File: config.mk
export PLATFORM = sky130hd
export DESIGN_NAME = p_encode_dat_flat
export DESIGN_NICKNAME = d
export VERILOG_FILES = /design/src/rtl/p_encode_pkg.sv /design/src/rtl/p_encode_dat_if.sv /design/src/rtl/p_skid2.sv /design/src/rtl/p_encode_dat.sv /design/src/flat_wrapper.sv
export SDC_FILE = /design/constraint.sdc
export NUM_CORES = 1
export LEC_CHECK = 0
export BUFFER_PORTS_ARGS = -buffer_cell sky130_fd_sc_hd__clkbuf_2
export CORE_ASPECT_RATIO = 0.75
export CORE_MARGIN = 2
export CORE_UTILIZATION = 35
export DETAILED_ROUTE_END_ITERATION = 7
export GPL_ROUTABILITY_DRIVEN = 0
export HOLD_SLACK_MARGIN = 0.06
export PLACE_DENSITY_LB_ADDON = 0.3
export SLEW_MARGIN = 20
export SYNTH_ARGS = -nofsm -noshare
export SYNTH_HDL_FRONTEND = slang
export SYNTH_SLANG_ARGS = --single-unit
File: constraint.sdc
create_clock -name clk -period 2.7 [get_ports clk]
set_input_delay 0.405 -clock clk [delete_from_list [all_inputs] [get_ports clk]]
set_output_delay 0.405 -clock clk [all_outputs]
set_load 0.03 [all_outputs]
File: src/rtl/p_encode_pkg.sv
// Shared constants and state type for the p_encode_dat packing stage and its skid buffer.
package p_encode_pkg;

  localparam int DEF_SLICES = 4;
  localparam int DEF_PERIN  = 16;
  localparam int DEF_SELOU  = 8;
  localparam int DEF_RPTW   = 8;

  localparam int DAT_W = DEF_SLICES * DEF_PERIN;
  localparam int KP_W  = DEF_SELOU + DAT_W;

  typedef enum logic {
    EMPTY  = 1'b0,
    LOADED = 1'b1
  } enc_state_t;

  function automatic int kp_width(input int slices, input int perin, input int selou);
    return selou + slices * perin;
  endfunction

endpackage

File: src/rtl/p_encode_dat_if.sv
// Data, control and packed-output handshake bundle of the p_encode_dat stage.
interface p_encode_dat_if
  import p_encode_pkg::*;
#(
  parameter int SLICES = DEF_SLICES,
  parameter int PERIN  = DEF_PERIN,
  parameter int SELOU  = DEF_SELOU,
  parameter int RPTW   = DEF_RPTW
);

  localparam int DW = SLICES * PERIN;
  localparam int KW = SELOU + DW;

  logic [DW-1:0]    d_dat;
  logic             d_valid;
  logic             d_ready;
  logic [SELOU-1:0] c_ctrl;
  logic [RPTW-1:0]  c_rpt;
  logic             c_valid;
  logic             c_ready;
  logic [KW-1:0]    t_kp_dat;
  logic             t_valid;
  logic             t_ready;

  modport slave (
    input  d_dat, d_valid, c_ctrl, c_rpt, c_valid, t_ready,
    output d_ready, c_ready, t_kp_dat, t_valid
  );

  modport master (
    output d_dat, d_valid, c_ctrl, c_rpt, c_valid, t_ready,
    input  d_ready, c_ready, t_kp_dat, t_valid
  );

endinterface

File: src/rtl/p_skid2.sv
// Two-entry valid/ready skid buffer; o_dat always presents the oldest entry.
module p_skid2
  import p_encode_pkg::*;
#(
  parameter int W = KP_W
) (
  input  logic         clk,
  input  logic         rst,
  input  logic [W-1:0] i_dat,
  input  logic         i_valid,
  output logic         o_ready,
  output logic [W-1:0] o_dat,
  output logic         o_valid,
  input  logic         i_ready
);

  logic [1:0]   r_cnt;
  logic [W-1:0] r_ent0;
  logic [W-1:0] r_ent1;
  logic         w_push;
  logic         w_pop;

  // Ready depends only on occupancy so it never combinationally follows i_ready.
  assign o_ready = (r_cnt != 2'd2);
  assign o_valid = (r_cnt != 2'd0);
  assign o_dat   = r_ent0;
  assign w_push  = i_valid && o_ready;
  assign w_pop   = o_valid && i_ready;

  always_ff @(posedge clk) begin
    if (rst) begin
      r_cnt  <= 2'd0;
      r_ent0 <= '0;
      r_ent1 <= '0;
    end else begin
      unique case ({w_push, w_pop})
        2'b10: begin
          if (r_cnt == 2'd0) r_ent0 <= i_dat;
          else               r_ent1 <= i_dat;
          r_cnt <= r_cnt + 2'd1;
        end
        2'b01: begin
          r_ent0 <= r_ent1;
          r_cnt  <= r_cnt - 2'd1;
        end
        // Push with pop only happens at count 1 (count 2 blocks the push).
        2'b11: r_ent0 <= i_dat;
        default: ;
      endcase
    end
  end

endmodule

File: src/rtl/p_encode_dat.sv
// Joins a data-beat stream with a repeat-counted control stream into {k_ctrl, data} words.
// Optional macro P_ENCODE_DAT_STATS_EN adds beat_cnt / ctrl_cnt statistics outputs.
module p_encode_dat
  import p_encode_pkg::*;
#(
  parameter int SLICES = DEF_SLICES,
  parameter int PERIN  = DEF_PERIN,
  parameter int SELOU  = DEF_SELOU,
  parameter int RPTW   = DEF_RPTW
) (
  input  logic                 clk,
  input  logic                 reset,
  p_encode_dat_if.slave        bus
`ifdef P_ENCODE_DAT_STATS_EN
  ,
  output logic [31:0]          beat_cnt,
  output logic [31:0]          ctrl_cnt
`endif
);

  localparam int DW = SLICES * PERIN;
  localparam int KW = SELOU + DW;

  enc_state_t       r_state;
  logic [SELOU-1:0] r_ctrl;
  logic [RPTW-1:0]  r_rem;
  logic             w_skid_ready;
  logic             w_d_fire;
  logic             w_c_fire;
  logic             w_last;

  assign bus.d_ready = !reset && (r_state == LOADED) && w_skid_ready;
  assign w_d_fire    = bus.d_valid && bus.d_ready;
  assign w_last      = (r_rem == '0);
  // A new control may load on the cycle the last beat of the current one fires.
  assign bus.c_ready = !reset && ((r_state == EMPTY) || (w_last && w_d_fire));
  assign w_c_fire    = bus.c_valid && bus.c_ready;

  always_ff @(posedge clk) begin
    if (reset) begin
      r_state <= EMPTY;
      r_ctrl  <= '0;
      r_rem   <= '0;
    end else if (w_c_fire) begin
      r_state <= LOADED;
      r_ctrl  <= bus.c_ctrl;
      r_rem   <= bus.c_rpt;
    end else if (w_d_fire) begin
      if (w_last) r_state <= EMPTY;
      else        r_rem   <= r_rem - RPTW'(1);
    end
  end

  // The fired beat is tagged with the control already held, never the incoming one.
  p_skid2 #(
    .W (KW)
  ) u_skid (
    .clk     (clk),
    .rst     (reset),
    .i_dat   ({r_ctrl, bus.d_dat}),
    .i_valid (w_d_fire),
    .o_ready (w_skid_ready),
    .o_dat   (bus.t_kp_dat),
    .o_valid (bus.t_valid),
    .i_ready (bus.t_ready)
  );

`ifdef P_ENCODE_DAT_STATS_EN
  logic w_pop;
  assign w_pop = bus.t_valid && bus.t_ready;

  always_ff @(posedge clk) begin
    if (reset) begin
      beat_cnt <= '0;
      ctrl_cnt <= '0;
    end else begin
      if (w_pop)    beat_cnt <= beat_cnt + 32'd1;
      if (w_c_fire) ctrl_cnt <= ctrl_cnt + 32'd1;
    end
  end
`endif

endmodule

File: src/flat_wrapper.sv
// flat-port wrapper written by rule: the top's interface ports become plain ports
module p_encode_dat_flat import p_encode_pkg::*;
#(
  parameter int SLICES = DEF_SLICES,
  parameter int PERIN  = DEF_PERIN,
  parameter int SELOU  = DEF_SELOU,
  parameter int RPTW   = DEF_RPTW
)
  (clk, reset, bus_d_dat, bus_d_valid, bus_c_ctrl, bus_c_rpt, bus_c_valid, bus_t_ready, bus_d_ready, bus_c_ready, bus_t_kp_dat, bus_t_valid);
  p_encode_dat_if #(.SLICES(SLICES), .PERIN(PERIN), .SELOU(SELOU), .RPTW(RPTW)) bus_i ();
  input  logic clk;
  input  logic reset;
  input wire logic [$bits(bus_i.d_dat)-1:0] bus_d_dat;
  input wire logic [$bits(bus_i.d_valid)-1:0] bus_d_valid;
  input wire logic [$bits(bus_i.c_ctrl)-1:0] bus_c_ctrl;
  input wire logic [$bits(bus_i.c_rpt)-1:0] bus_c_rpt;
  input wire logic [$bits(bus_i.c_valid)-1:0] bus_c_valid;
  input wire logic [$bits(bus_i.t_ready)-1:0] bus_t_ready;
  output wire logic [$bits(bus_i.d_ready)-1:0] bus_d_ready;
  output wire logic [$bits(bus_i.c_ready)-1:0] bus_c_ready;
  output wire logic [$bits(bus_i.t_kp_dat)-1:0] bus_t_kp_dat;
  output wire logic [$bits(bus_i.t_valid)-1:0] bus_t_valid;
  assign bus_i.d_dat = bus_d_dat;
  assign bus_i.d_valid = bus_d_valid;
  assign bus_i.c_ctrl = bus_c_ctrl;
  assign bus_i.c_rpt = bus_c_rpt;
  assign bus_i.c_valid = bus_c_valid;
  assign bus_i.t_ready = bus_t_ready;
  assign bus_d_ready = bus_i.d_ready;
  assign bus_c_ready = bus_i.c_ready;
  assign bus_t_kp_dat = bus_i.t_kp_dat;
  assign bus_t_valid = bus_i.t_valid;
  p_encode_dat #(.SLICES(SLICES), .PERIN(PERIN), .SELOU(SELOU), .RPTW(RPTW)) u_core (.clk(clk), .reset(reset), .bus(bus_i));
endmodule
==> Word-level counts from Yosys, hierarchy flattened <==
Cells that the tools add are included.
{ "totals": {"register_bits": 163, "out_inout_bits": 75, "elab_cells": 47} }
{ "classes": {"n_mux": 9, "n_bitwise": 2, "reduce_logical": 21, "n_eq_ne": 6, "addsub": 3} }
{ "op_table": {"columns": ["operator", "n"], "rows": [
  ["$pmux W72 S3", 1],
  ["$mux W72", 1],
  ["$mux W8", 3],
  ["$logic_and A1 B1 Y1", 8],
  ["$logic_not A8 Y1", 1],
  ["$reduce_and A2 Y1", 4],
  ["$reduce_bool A2 Y1", 4],
  ["$sub A8 B1 Y8 const B", 1],
  ["$eq A2 B2 Y1 const B", 2],
  ["$ne A2 B2 Y1 const B", 2],
  ["$pmux W2 S2", 1],
  ["$mux W1", 3],
  ["$reduce_bool A3 Y1", 1],
  ["$add A2 B1 Y2 const B", 1],
  ["$eq A2 B1 Y1 const B", 1],
  ["$logic_not A2 Y1", 1],
  ["$ne A2 B1 Y1 const B", 1],
  ["$not A1 Y1", 2],
  ["$sub A2 B1 Y2 const B", 1],
  ["$logic_not A1 Y1", 1],
  ["$logic_or A1 B1 Y1", 1]
]} }

==> Depth between registers and ports, before layout <==
{ "depth": {"ltp_word": 10, "depth_mapped": 10} }

==> Cells and area by module <==
From an unflattened synthesis, not the netlist that was laid out.
{ "unflattened": {"cells_unflattened": 770, "area_unflattened_um2": 7196.9} }
{ "by_module_without_submodules": {"columns": ["module", "n_inst", "area_per_inst_um2", "cells_each"], "rows": [
  ["p_skid2", 1, 6229.7, 660],
  ["p_encode_dat", 1, 967.2, 110]
]} }

==> Least setup slack after synthesis <==
No wires, ideal clock.
{ "synth_path": {"kind": "register to register", "startpoint": "reg u_core.u_skid.r_cnt[0]", "endpoint": "reg u_core.u_skid.r_ent0[25], in the netlist u_core.u_skid.o_dat[25]", "path_buffers": 3, "synth_period_minus_slack_ns": 2.565, "setup_time_ns": 0.134, "stages_incl_launch_ff": 10, "slack_ns": 0.135, "arrival_time_ns": 2.431, "cell_sequence": "dfxtp_1 -> or2_2 -> clkbuf_1 -> nand2_1 -> inv_1 -> ha_1 -> clkbuf_1 -> clkbuf_1 -> mux2i_1 -> a211oi_1"} }
{ "synth_via": {"word_cells_on_any_way": 14} }
{ "synth_rtl": {"columns": ["element", "line_no", "source"], "rows": [
  ["start: declaration", "p_skid2.sv:17", "logic [1:0] r_cnt;"],
  ["start signal: assignment", "p_skid2.sv:40", "r_cnt <= r_cnt + 2'd1;"],
  ["start signal: assignment", "p_skid2.sv:44", "r_cnt <= r_cnt - 2'd1;"],
  ["$reduce_bool A2 Y1 (*)", "p_skid2.sv:25", "assign o_valid = (r_cnt != 2'd0);"],
  ["net bus_t_valid", "flat_wrapper.sv:22", "output wire logic [$bits(bus_i.t_valid)-1:0] bus_t_valid;"],
  ["$logic_and A1 B1 Y1 (*)", "p_skid2.sv:28", "assign w_pop = o_valid && i_ready;"],
  ["$eq A2 B2 Y1 or $eq A2 B1 Y1 (tied branches)", "p_skid2.sv:36", "unique case ({w_push, w_pop})"],
  ["$ne A2 B2 Y1 (no line) or $reduce_bool A3 Y1 (tied branches)", null, null],
  ["$reduce_and A2 Y1 (no line)", null, null],
  ["end signal: assignment", "p_skid2.sv:38", "if (r_cnt == 2'd0) r_ent0 <= i_dat;"],
  ["end signal: assignment", "p_skid2.sv:43", "r_ent0 <= r_ent1;"],
  ["end signal: assignment", "p_skid2.sv:47", "2'b11: r_ent0 <= i_dat;"],
  ["end: declaration", "p_skid2.sv:18", "logic [W-1:0] r_ent0;"]
]} }
The timed path passes the listed nets; every way through them passes the cells marked *.
A chain may end at the register's enable or synchronous reset.

==> Worst setup path after layout <==
{ "layout_path": {"startpoint": "reg u_core.r_rem[0]", "endpoint": "out bus_c_ready"} }
{ "layout_via": {"elab_chain_cells": 4} }
{ "layout_rtl": {"columns": ["element", "line_no", "source"], "rows": [
  ["start: declaration", "p_encode_dat.sv:26", "logic [RPTW-1:0] r_rem;"],
  ["start signal: assignment", "p_encode_dat.sv:47", "r_rem <= bus.c_rpt;"],
  ["start signal: assignment", "p_encode_dat.sv:50", "else r_rem <= r_rem - RPTW'(1);"],
  ["$logic_not A8 Y1", "p_encode_dat.sv:34", "assign w_last = (r_rem == '0);"],
  ["$logic_and A1 B1 Y1", "p_encode_dat.sv:36", "assign bus.c_ready = !reset && ((r_state == EMPTY) || (w_last && w_d_fire));"],
  ["$logic_or A1 B1 Y1", "p_encode_dat.sv:36", null],
  ["$logic_and A1 B1 Y1", "p_encode_dat.sv:36", null],
  ["end: declaration", "flat_wrapper.sv:20", "output wire logic [$bits(bus_i.c_ready)-1:0] bus_c_ready;"]
]} }
Every way passes these cells.

==> flow_metrics.tcl <==
set metrics [dict create \
    r2r_setup_slack_ns 0.40 \
    holdWs_ns 0.184 \
    synth.largest_area_cell "dfxtp_1" \
    worstPathMaxFanout 8 \
    hold_path_class "input port to flop" \
    fin_crit_ns 2.49 \
    slew-limit-headroom 0.403 \
    tightest_slew_ns 0.896 \
    die_area_mm2 0.0200 \
    worstSetupStartpoint "u_core.r_rem[0]" \
    die_y_um 123 \
    cts_resized 0 \
    drc 0 \
    grt_usage 0.155 \
    vias_per_cell 4.74 \
    outcome "finished, final reports clean" \
    yosysMostFrequentCell "dfxtp_1" \
    holdPathEnd "u_core.r_ctrl[0]" \
    drtAntennaViolNets 0 \
    synth-edff-count 0 \
    syn_avg_cell_area_um2 8.75 \
    yosys_warnings 0 \
    slowest_delay_ns 0.32 \
    hold_viol 0 \
    cts-buffers-inserted 17 \
    antenna_found_initial 1 \
    cap_violations 0 \
    cts_max_level 4 \
    yosysSeqAreaShare 0.494 \
    num_vias 5442 \
    grt_max_degree 85 \
    initial_utilization 0.357 \
    min_path_cells 3 \
    clk_latency_ns 0.42 \
    synth_top_cell_area_share 0.494 \
    r2r_end "u_core.u_skid.r_ent1[52]" \
    ys_ff_latch 163 \
    fmax_mhz 402 \
    final_util 0.443 \
    synthTopCellsByArea "dfxtp_1, mux2i_1, nand2_1, a211oi_1, a21oi_1" \
    cp_slowest_cell "dfxtp_1" \
    grt_pass1_wl_um 24700 \
    postCtsHoldBufs 0 \
    nFillCells 1821 \
    insertedDiodeCount 0 \
    dr.pass1.iters 4 \
    synth_common_cells "dfxtp_1, nand2_1, nor2_1" \
    power.density_mw_per_mm2 796 \
    clock_sink_count 163 \
    rows 43 \
    ios 160 \
    grt_overflow_total 0 \
    path_clk_slew_ns 0.06 \
    post-route-period-util 0.921 \
    syn_area_mm2 0.00661 \
    drtIter0Drc 393 \
    skew_ns 0.0121 \
    rr_worst_depth 8 \
    crit_path_start_kind "flop" \
    cp.required_ns 2.30 \
    syn_to_final_growth_pct 23.9 \
    worstSetupEndpointType "output port" \
    setup_tns_ns 0 \
    syn-instance-count 756 \
    drt_wl_total_um 15800 \
    p_leak_nw 3.02 \
    hpwl_um 9880 \
    nets 976 \
    p_total_mw 6.52 \
    hold_start "bus_c_ctrl[0]" \
    cts_setup_buffers 0 \
    final_max_slew_viol_count 0 \
    drive_gt1_frac 0.239 \
    die_width_um 163 \
    regToRegStartpoint "u_core.r_state" \
    worstSetupPathType "flop to output port" \
    rsz0062_at_grt "false" \
    syn_nets 844 \
    cp_cell_sequence "inv_1 > ha_1 > nor3b_1 > a41oi_1 > buf_4 > nor2_1 > clkbuf_2" \
    ir_worst_vdd_mv 0.333 \
    cts_tree "built" \
    cp_data_arrival_time_ns 2.08 \
    clock-root-buffer "clkbuf_16" \
    cts.path.max_buffers 2 \
    async_flop_share 0 \
    synth_ff_type "dfxtp_1" \
    wl_per_cell_um 13.7 \
    core_mm2 0.0185 \
    finalSetupViolations 0 \
    yosysUniqueCellTypes 39 \
    grt_pass1_vias 4752 \
    io_buffers 159 \
]
cell families after synthesis:
group	Yosys count	share of synthesized area
xor gates and xnor gates	4	0.00530
buffers and inverters	68	0.0496
AOI/OAI and AO/OA	174	0.166
adders and majority gates	3	0.00568
muxes	75	0.114
DFF	163	0.494
and+or+nand+nor	269	0.166
layout by cell type, fill, tap and decap left out, drive strengths merged, types with 2 or more instances in the layout:
cell type / count
clkinvlp: 2
bufinv: 2
xor2: 2
nand2: 159
a31oi: 2
nand3: 3
nor3: 5
clkinv: 3
a21oi: 77
o31ai: 2
or3: 2
o21ai: 11
inv: 13
xnor2: 2
clkbuf: 177
ha: 3
nand2b: 10
mux2i: 74
a211oi: 76
dfxtp: 163
nor2: 80
buf: 16
critical path: cells and delay by family, from the launching register on:
family / cells / cell delay [ns]
buf+inv: 3 / 0.48
flops: 1 / 0.32
compound gates: 1 / 0.17
fa+ha+maj: 1 / 0.30
simple gates: 2 / 0.39
metal layers:
metal,share of wire,GRT usage
met4,0.012,0.0548
met3,0.053,0.0392
met2,0.43,0.227
met5,0,0
met1,0.51,0.222
power by group:
part	switching (mW)	internal (mW)	leakage, nW
registers	0.117	2.61	1.33
clock network	1.05	1.43	0.293
logic	0.862	0.460	1.40
area by class of cell:
| type | count | area, um^2 | share of cell area |
|---|---|---|---|
| Clock inverter | 13 | 145 | 0.0177 |
| Timing Repair Buffer | 174 | 961 | 0.117 |
| Tap cell | 247 | 309 | 0.0377 |
| Inverter | 7 | 26.3 | 0.00321 |
| Multi-Input combinational cell | 525 | 3040 | 0.371 |
| Clock buffer | 19 | 453 | 0.0553 |
| Sequential cell | 163 | 3260 | 0.398 |
flip-flops by register name, indices dropped and copies added (netlist names):
| register | count |
|---|---|
| u_core.r_rem | 8 |
| u_core.r_ctrl | 8 |
| u_core.r_state | 1 |
| u_core.u_skid.r_cnt | 2 |
| u_core.u_skid.r_ent1 | 72 |
| u_core.u_skid.o_dat | 72 |
worst max path at each step:
stage	endpoint	slack [ns]
after CTS	bus_c_ready	0.18
after global placement	u_core.u_skid.r_ent1[46]	0.38
after global routing	bus_c_ready	0.03
after detailed placement	u_core.u_skid.r_ent1[58]	0.30
after floorplan	u_core.u_skid.o_dat[25]	0.13
final	bus_c_ready	0.21
per-stage QoR:
stage / cells / instance area, um^2 / worst slack [ns]
2_1_floorplan: 756 / 6610 / 0.135
3_3_place_gp: 1116 / 7600 / 0.377
3_5_place_dp: 1116 / 7600 / 0.300
4_1_cts: 1148 / 8190 / 0.181
5_1_grt: 1148 / 8190 / 0.0293
6_report: 1148 / 8190 / 0.213
(Power assumes the default switching activity.)
